## config.mk

```make
export PLATFORM = sky130hd
export DESIGN_NAME = pbs_battle_datapath
export DESIGN_NICKNAME = d
export VERILOG_FILES = /design/src/rtl/pbs_battle_datapath.sv
export SDC_FILE = /design/constraint.sdc
export NUM_CORES = 1
export LEC_CHECK = 0
export ABC_CLOCK_PERIOD_IN_PS = 4900
export CORE_UTILIZATION = 46
export DETAILED_ROUTE_END_ITERATION = 10
export PLACE_DENSITY = 0.71
export SETUP_SLACK_MARGIN = 0.05
export SKIP_LAST_GASP = 1
export SLEW_MARGIN = 20
export SYNTH_ARGS = -nofsm -noshare
export SYNTH_HDL_FRONTEND = slang
export SYNTH_SLANG_ARGS = --single-unit
```

## constraint.sdc

```tcl
create_clock -name clk -period 4.9 [get_ports clk]
set_input_delay 0.49 -clock clk [delete_from_list [all_inputs] [get_ports clk]]
set_output_delay 0.49 -clock clk [all_outputs]
set_load 0.005 [all_outputs]
```

## src/rtl/pbs_battle_datapath.sv

```systemverilog
// Battle datapath: true/animated HP for player and AI, damage/heal/catch commands, death and catch flags.
// Optional critical hits are enabled by defining PBS_CRIT_EN.
module pbs_battle_datapath #(
    parameter int         HP_W         = 8,
    parameter int         P_MAX_HP     = 100,
    parameter int         AI_MAX_HP    = 100,
    parameter int         P_ATK        = 12,
    parameter int         AI_ATK       = 10,
    parameter int         HEAL_AMT     = 20,
    parameter int         CATCH_THRESH = 32,
    parameter logic [7:0] LFSR_SEED    = 8'hA5
) (
    input  logic            clk,
    input  logic            reset_n,
    input  logic            load,
    input  logic            active_trainer,
    input  logic            target,
    input  logic            apply_ai_damage,
    input  logic            apply_p_damage,
    input  logic            p_heal,
    input  logic            catch,
    output logic [HP_W-1:0] p_hp,
    output logic [HP_W-1:0] ai_hp,
    output logic [HP_W-1:0] p_hp_disp,
    output logic [HP_W-1:0] ai_hp_disp,
    output logic            anim_busy,
    output logic            p_dead,
    output logic            ai_dead,
    output logic            catch_success,
    output logic            cmd_err,
    output logic            crit,
    output logic            frozen_dbg
);
    typedef enum logic {ACTIVE = 1'b0, FROZEN = 1'b1} phase_t;

    localparam logic [HP_W:0]   P_MAX_X   = (HP_W+1)'(P_MAX_HP);
    localparam logic [HP_W-1:0] P_MAX_V   = HP_W'(P_MAX_HP);
    localparam logic [HP_W-1:0] AI_MAX_V  = HP_W'(AI_MAX_HP);
    localparam logic [HP_W:0]   P_ATK_X   = (HP_W+1)'(P_ATK);
    localparam logic [HP_W:0]   AI_ATK_X  = (HP_W+1)'(AI_ATK);
    localparam logic [HP_W:0]   HEAL_X    = (HP_W+1)'(HEAL_AMT);
    localparam logic [HP_W-1:0] ONE       = HP_W'(1);

    phase_t          phase_q, phase_d;
    logic [HP_W-1:0] p_hp_q, p_hp_d, ai_hp_q, ai_hp_d;
    logic [HP_W-1:0] p_disp_q, p_disp_d, ai_disp_q, ai_disp_d;
    logic            catch_q, catch_d, err_q, err_d, crit_q, crit_d, crit_roll;
    logic [7:0]      lfsr_q, lfsr_d;
    logic [HP_W:0]   dmg_base, dmg;
    logic [2:0]      n_strobes;
    logic [9:0]      thr_x, thr_sat;

    function automatic logic [HP_W-1:0] toward(input logic [HP_W-1:0] disp, input logic [HP_W-1:0] hp);
        if (disp < hp) return disp + ONE;
        if (disp > hp) return disp - ONE;
        return disp;
    endfunction

    function automatic logic [HP_W-1:0] sat_sub(input logic [HP_W-1:0] hp, input logic [HP_W:0] d);
        logic [HP_W:0] hx, diff;
        hx   = {1'b0, hp};
        diff = hx - d;
        return (hx > d) ? diff[HP_W-1:0] : '0;
    endfunction

    function automatic logic [HP_W-1:0] heal_add(input logic [HP_W-1:0] hp);
        logic [HP_W:0] sum;
        sum = {1'b0, hp} + HEAL_X;
        return (sum > P_MAX_X) ? P_MAX_V : sum[HP_W-1:0];
    endfunction

    always_comb begin
        lfsr_d    = {lfsr_q[6:0], lfsr_q[7] ^ lfsr_q[5] ^ lfsr_q[4] ^ lfsr_q[3]};
        p_hp_d    = p_hp_q;
        ai_hp_d   = ai_hp_q;
        p_disp_d  = toward(p_disp_q, p_hp_q);
        ai_disp_d = toward(ai_disp_q, ai_hp_q);
        catch_d   = catch_q;
        err_d     = err_q;
        phase_d   = phase_q;
        crit_d    = 1'b0;
`ifdef PBS_CRIT_EN
        crit_roll = (lfsr_q[2:0] == 3'b111);
`else
        crit_roll = 1'b0;
`endif
        dmg_base  = active_trainer ? AI_ATK_X : P_ATK_X;
        dmg       = crit_roll ? (dmg_base << 1) : dmg_base;
        n_strobes = 3'(load) + 3'(apply_ai_damage) + 3'(apply_p_damage) + 3'(p_heal) + 3'(catch);
        // Missing HP raises the catch odds; the sum can exceed 8 bits so it saturates.
        thr_x     = 10'(CATCH_THRESH) + 10'(AI_MAX_HP) - 10'(ai_hp_q);
        thr_sat   = (thr_x > 10'd255) ? 10'd255 : thr_x;

        if (load) begin
            p_hp_d    = P_MAX_V;
            ai_hp_d   = AI_MAX_V;
            p_disp_d  = P_MAX_V;
            ai_disp_d = AI_MAX_V;
            catch_d   = 1'b0;
            err_d     = 1'b0;
            phase_d   = ACTIVE;
        end else begin
            if (n_strobes > 3'd1 || (apply_ai_damage && !target) || (apply_p_damage && target))
                err_d = 1'b1;
            if (phase_q == ACTIVE) begin
                if (apply_ai_damage) begin
                    ai_hp_d = sat_sub(ai_hp_q, dmg);
                    crit_d  = crit_roll;
                end else if (apply_p_damage) begin
                    p_hp_d = sat_sub(p_hp_q, dmg);
                    crit_d = crit_roll;
                end else if (p_heal) begin
                    p_hp_d = heal_add(p_hp_q);
                end else if (catch) begin
                    catch_d = ({2'b00, lfsr_q} < thr_sat);
                end
                if (ai_hp_d == '0 || p_hp_d == '0 || catch_d)
                    phase_d = FROZEN;
            end
        end
    end

    always_ff @(posedge clk or negedge reset_n) begin
        if (!reset_n) begin
            phase_q   <= ACTIVE;
            p_hp_q    <= P_MAX_V;
            ai_hp_q   <= AI_MAX_V;
            p_disp_q  <= P_MAX_V;
            ai_disp_q <= AI_MAX_V;
            catch_q   <= 1'b0;
            err_q     <= 1'b0;
            crit_q    <= 1'b0;
            lfsr_q    <= LFSR_SEED;
        end else begin
            phase_q   <= phase_d;
            p_hp_q    <= p_hp_d;
            ai_hp_q   <= ai_hp_d;
            p_disp_q  <= p_disp_d;
            ai_disp_q <= ai_disp_d;
            catch_q   <= catch_d;
            err_q     <= err_d;
            crit_q    <= crit_d;
            lfsr_q    <= lfsr_d;
        end
    end

    assign p_hp          = p_hp_q;
    assign ai_hp         = ai_hp_q;
    assign p_hp_disp     = p_disp_q;
    assign ai_hp_disp    = ai_disp_q;
    assign anim_busy     = (p_disp_q != p_hp_q) | (ai_disp_q != ai_hp_q);
    assign p_dead        = (p_hp_q == '0);
    assign ai_dead       = (ai_hp_q == '0);
    assign catch_success = catch_q;
    assign cmd_err       = err_q;
    assign crit          = crit_q;
    assign frozen_dbg    = (phase_q == FROZEN);
endmodule

```

Word-level counts from Yosys, hierarchy flattened --
Cells that the tools add are included. W data, S select, Z words.
Storage, ports and cells: flip-flop bits (word level) 43, input port bits 9, output and inout port bits 39, logic and storage cells 97
Operators by class: $add $sub $neg 12, $lt $le $gt $ge 10, equal/unequal tests 3, muxes and demuxes 46, bitwise operators 4, reduce and logical (&&, ||, !) cells 14
Operators by type and width (count):
- $mux W8 | 25
- $logic_not A8 Y1 | 4
- $mux W1 | 19
- $add A8 B1 Y8 const B | 2
- $gt A8 B4 Y1 | 2
- $gt A8 B8 Y1 | 2
- $lt A8 B8 Y1 | 2
- $ne A8 B8 Y1 | 2
- $sub A8 B1 Y8 const B | 2
- $sub A8 B4 Y8 | 2
- $gt A10 B8 Y1 const B | 1
- $lt A8 B10 Y1 | 1
- $mux W10 | 1
- $add A8 B5 Y9 const B | 1
- $gt A9 B7 Y1 const B | 1
- $sub A8 B8 Y9 const A | 1
- $add A3 B1 Y3 | 2
- $reduce_bool A3 Y1 | 2
- $logic_or A1 B1 Y1 | 4
- $add A2 B1 Y3 | 1
- $gt A3 B1 Y1 const B | 1
- $mux W3 | 1
- $xor A1 B1 Y1 | 3
- $add A1 B1 Y2 | 1
- other kinds (5) | 6

Depth between registers and ports, before layout --
word-level depth 14, mapped depth 14, gate-level depth less buffers 14

Worst setup path before layout --
OpenSTA, ideal clock, no wires.
path type reg2reg, from register ai_hp_q[4], in the netlist ai_hp[4], to register phase_q, in the netlist frozen_dbg, library setup time 0.135 ns, arrival 2.724 ns, required time 4.765 ns, setup slack 2.041 ns, stages on the path, launching flop included 13, buffers on the path 2, period minus slack after synthesis 2.859 ns, cell sequence dfrtp_1 > buf_6 > or3_1 > buf_2 > o31a_1 > nor3_1 > ha_1 > nand4_1 > or4b_1 > nand3_1 > a31oi_1 > o41ai_2 > o41ai_1
On the way: word-level cells in the longest chain between the ends 14, elaborated cells on any way between the ends 22, classes of those cells add/sub: 2; order compare: 3; mux: 14; reduce/logical: 3
RTL lines:
- start, declared | line 45 | logic [HP_W-1:0] p_hp_q, p_hp_d, ai_hp_q, ai_hp_d;
- start signal, assigned | line 137 | ai_hp_q <= ai_hp_d;
- $sub A8 B8 Y9 | line 91 | thr_x = 10'(CATCH_THRESH) + 10'(AI_MAX_HP) - 10'(ai_hp_q);
- $gt A10 B8 Y1 | line 92 | thr_sat = (thr_x > 10'd255) ? 10'd255 : thr_x;
- $mux W10 | line 92
- $lt A8 B10 Y1 | line 115 | catch_d = ({2'b00, lfsr_q} < thr_sat);
- $mux W1 | line 114 | end else if (catch) begin
- $mux W1 | line 112 | end else if (p_heal) begin
- $mux W1 | line 109 | end else if (apply_p_damage) begin
- $mux W1 | line 106 | if (apply_ai_damage) begin
- $mux W1 | line 105 | if (phase_q == ACTIVE) begin
- $mux W1 | line 94 | if (load) begin
- $logic_or A1 B1 Y1 (*) | line 117 | if (ai_hp_d == '0 || p_hp_d == '0 || catch_d)
- $mux W1 (*) | line 117
- $mux W1 (*) | line 105
- $mux W1 (*) | line 94
- named net phase_d | line 44 | phase_t phase_q, phase_d;
- end signal, assigned | line 135 | phase_q <= phase_d;
- end, declared | line 44
Mark *: on every way through the listed nets, which the timed path passes. The rest lies on a longest branch. The select of a mux whose other input is x is not followed. A chain may end at the register's enable or synchronous reset.

Final worst setup path --
Ends and elaborated chain as after synthesis.

==> results.ini <==
[run_status]
status=completed

[place]
dp_slack_ps=1640
dpl_cell_area_um2=4250
numPortBuffers=46
dp_hpwl_um=6880
place_congestion=0.923
dp.cells=573

[timing]
max_freq_mhz=317
hold_slack_ps=178
setup_viol=0
max_slew_margin_pct=42.7
worst_pin_slew_ps=852
slew_violations=0
period_share_pct=64.4
rsz0062_at_grt=no
timing.setup.tns_ps=0
fin_skew_ps=15.0
finalCriticalPeriod_ps=3160
hold_viol=0
setup_ws_ps=1740

[layout]
final_area_um2=4370
area_growth_pct=16.3
fill_cells=745
final_cells=581
regArea_um2=1100
multiInputGateArea_um2=2450
finalNetCount=525
n_antenna_cell=0
layout-drive-gt1-share_pct=7.93

[detailed_routing]
vias_per_cell=6.02
vias=3498
wirelength_um=9650
remaining_drc_errors=0
dr.pass1.iters=4
wl_per_cell_um=16.6
drt_iter0_markers=209
drtAntennaViolNets=0

[cts]
insertion_delay_ps=310
cts_hold_buf=0
cts_tree=yes
post-cts-setup-buffer-count=0
cts_sinks=43
cts-htree-levels=2
cts_resized=0
numCtsBuffers=5
clk_path_buf_depth=2
clkSlewWorstSetupHoldPaths_ps=100
cts_root_buf=clkbuf_8

[pwr]
max-vdd-ir-drop_mv=0.287
clock_power_share_pct=18.6
sequentialPowerShare_pct=32.8
internal_power_mw=0.937
power_frac_comb_pct=48.6
p_per_area_nw_per_um2=366
p_sw_mw=0.660
switching_share_pct=41.3
p_leak_nw=1.93

[global_route]
grt_pass1_vias=3234
grt_pass1_wl_um=15900
grt_max_degree=44
antenna_found_initial=0
track_usage_pct=23.1
grt_overflow=0

[worst_setup_path]
cp_max_fo=9
cp_cell_sequence=or3_1 > o31a_1 > nor2_1 > ha_1 > nand4_1 > or4b_1 > nand3_1 > a31oi_1 > o41ai_2 > o41ai_1
path_class=reg2reg
cp_slowest_cell=or3_1
end_kind=flip-flop
startpoint_type=flip-flop
crit_required_ps=5070
cp.arrival_ps=3330
cpPeakStageDelay_ps=520

[floorplanning]
core_area_um2=7810
pin_count=48
die_w_um=92.3
fp-row-count=32
die_area_um2=8520
start_util_pct=48.1
die_h_um=92.3

[synth]
synth-edff-count=0
netlist_instances=446
async_flop_share_pct=100
synth_area_per_cell_um2=8.42
synth.yosys.seq_area_share_pct=29.2
synth_warnings=0
ys.flop_type=dfrtp_1
ys_types=61
syn_nets=493
synth_area_um2=3750
synth_seq_cells=43

[flow_run]
cap_viol_max_count=0

[worst_hold_path]
hp-class=in2async

per-stage QoR:
stage	utilization, %	power (mW)
after CTS	55.9	1.60
after floorplan	-	1.06
after detailed placement	54.4	1.30
after global routing	55.9	1.72
final	55.9	1.60
after global placement	54.4	1.28
path summary, 6_finish.rpt:
path / start / endpoint / slack [ps] / cells past startpoint
min in group clk: lfsr_q[6]$_DFF_PN0_ / lfsr_q[7]$_DFF_PN1_ / 400 / 0
min reg2reg: lfsr_q[6]$_DFF_PN0_ / lfsr_q[7]$_DFF_PN1_ / 400 / 0
max reg2reg: ai_hp[4]$_DFFE_PN0P_ / frozen_dbg$_DFF_PN0_ / 1740 / 10
max in group asynchronous: reset_n / ai_hp[1]$_DFFE_PN0P_ / 4300 / 1
min: reset_n / p_hp[1]$_DFFE_PN0P_ / 180 / 1
max: ai_hp[4]$_DFFE_PN0P_ / frozen_dbg$_DFF_PN0_ / 1740 / 10
metal layers:
metal  GRT usage [%]  share of wire (%)  vias to the layer above
met5               0                  0                        -
li1                -                  -                     1687
met1            33.0                 47                     1674
met2            36.0                 46                      121
met4            6.12                1.7                        0
met3            3.86                6.0                       16
kinds of logic after synthesis:
| kind of cell | Yosys count | share of synthesized area (%) |
|---|---|---|
| DFF | 43 | 29.2 |
| muxes | 25 | 6.83 |
| adders and majority gates | 38 | 13.3 |
| buffers and inverters | 52 | 5.57 |
| AOI/OAI and AO/OA | 112 | 19.8 |
| xor gates and xnor gates | 10 | 2.33 |
| and+or+nand+nor | 165 | 22.9 |
| other | 1 | 0.0999 |
cell usage in the layout (no fill, tap or decap), types with 6 or more instances in the layout:
cell type	netlist	layout
and3_1	8	8
o21ai_0	29	29
mux2i_1	20	20
xnor2_1	9	9
nand2_1	23	23
a211oi_1	11	11
nor4_1	6	6
nor3_1	12	12
a31oi_1	8	8
a21oi_1	23	23
dfrtp_1	27	27
inv_1	27	27
dfstp_2	16	16
nor2b_1	21	21
ha_1	35	35
nor2_1	51	51
nand4_1	9	9
a21o_1	8	8
clkdlybuf4s50_1	0	45
nand3_1	7	7
synthesized netlist by cell type (3+ instances only):
master / n / share of area, %
nor2_1: 51 / 5.1
ha_1: 35 / 12
o21ai_0: 29 / 3.9
dfrtp_1: 27 / 18
inv_1: 27 / 2.7
a21oi_1: 23 / 3.1
nand2_1: 23 / 2.3
nor2b_1: 21 / 3.5
mux2i_1: 20 / 5.3
clkbuf_1: 17 / 1.7
dfstp_2: 16 / 11
nor3_1: 12 / 1.6
a211oi_1: 11 / 2.2
nand4_1: 9 / 1.5
xnor2_1: 9 / 2.1
a21o_1: 8 / 1.6
a31oi_1: 8 / 1.3
and3_1: 8 / 1.3
nand3_1: 7 / 0.93
nor4_1: 6 / 1.0
mux2_2: 5 / 1.5
o211ai_1: 5 / 1.0
or4_1: 5 / 1.0
and2_1: 4 / 0.67
nand2b_1: 4 / 0.67
o31ai_1: 4 / 0.80
clkinv_1: 3 / 0.30
fa_1: 3 / 1.6
nand3b_1: 3 / 0.60
registers in the layout, summed over array words and instances, names as in the netlist:
signal         flops
p_hp_disp          8
cmd_err            1
lfsr_q             8
frozen_dbg         1
catch_success      1
p_hp               8
ai_hp              8
ai_hp_disp         8
layout make-up:
| class | instances | area share, % |
|---|---|---|
| well taps | 102 | 2.92 |
| flip-flops and latches | 43 | 25.1 |
| inverters | 30 | 2.58 |
| clock inverters | 3 | 1.06 |
| clock buffers | 5 | 1.58 |
| multi-input cells | 351 | 56.1 |
| repair buffers | 47 | 10.7 |
critical path, delay by kind of cell (launching register included):
kind | cells | cell delay, ps
flip-flops | 1 | 480
AO/OA/AOI/OAI | 4 | 990
adder cells (fa/ha/maj) | 1 | 160
AND/OR/NAND/NOR | 5 | 1380
power groups by stage:
| stage | clock network, mW | logic [mW] | registers (mW) |
|---|---|---|---|
| 2_1_floorplan | 0 | 0.576 | 0.480 |
| 3_3_place_gp | 0 | 0.750 | 0.527 |
| 3_5_place_dp | 0 | 0.768 | 0.529 |
| 4_1_cts | 0.302 | 0.772 | 0.523 |
| 5_1_grt | 0.315 | 0.866 | 0.537 |
| 6_report | 0.297 | 0.775 | 0.524 |
Note: power is estimated with default switching activity, not from simulation.
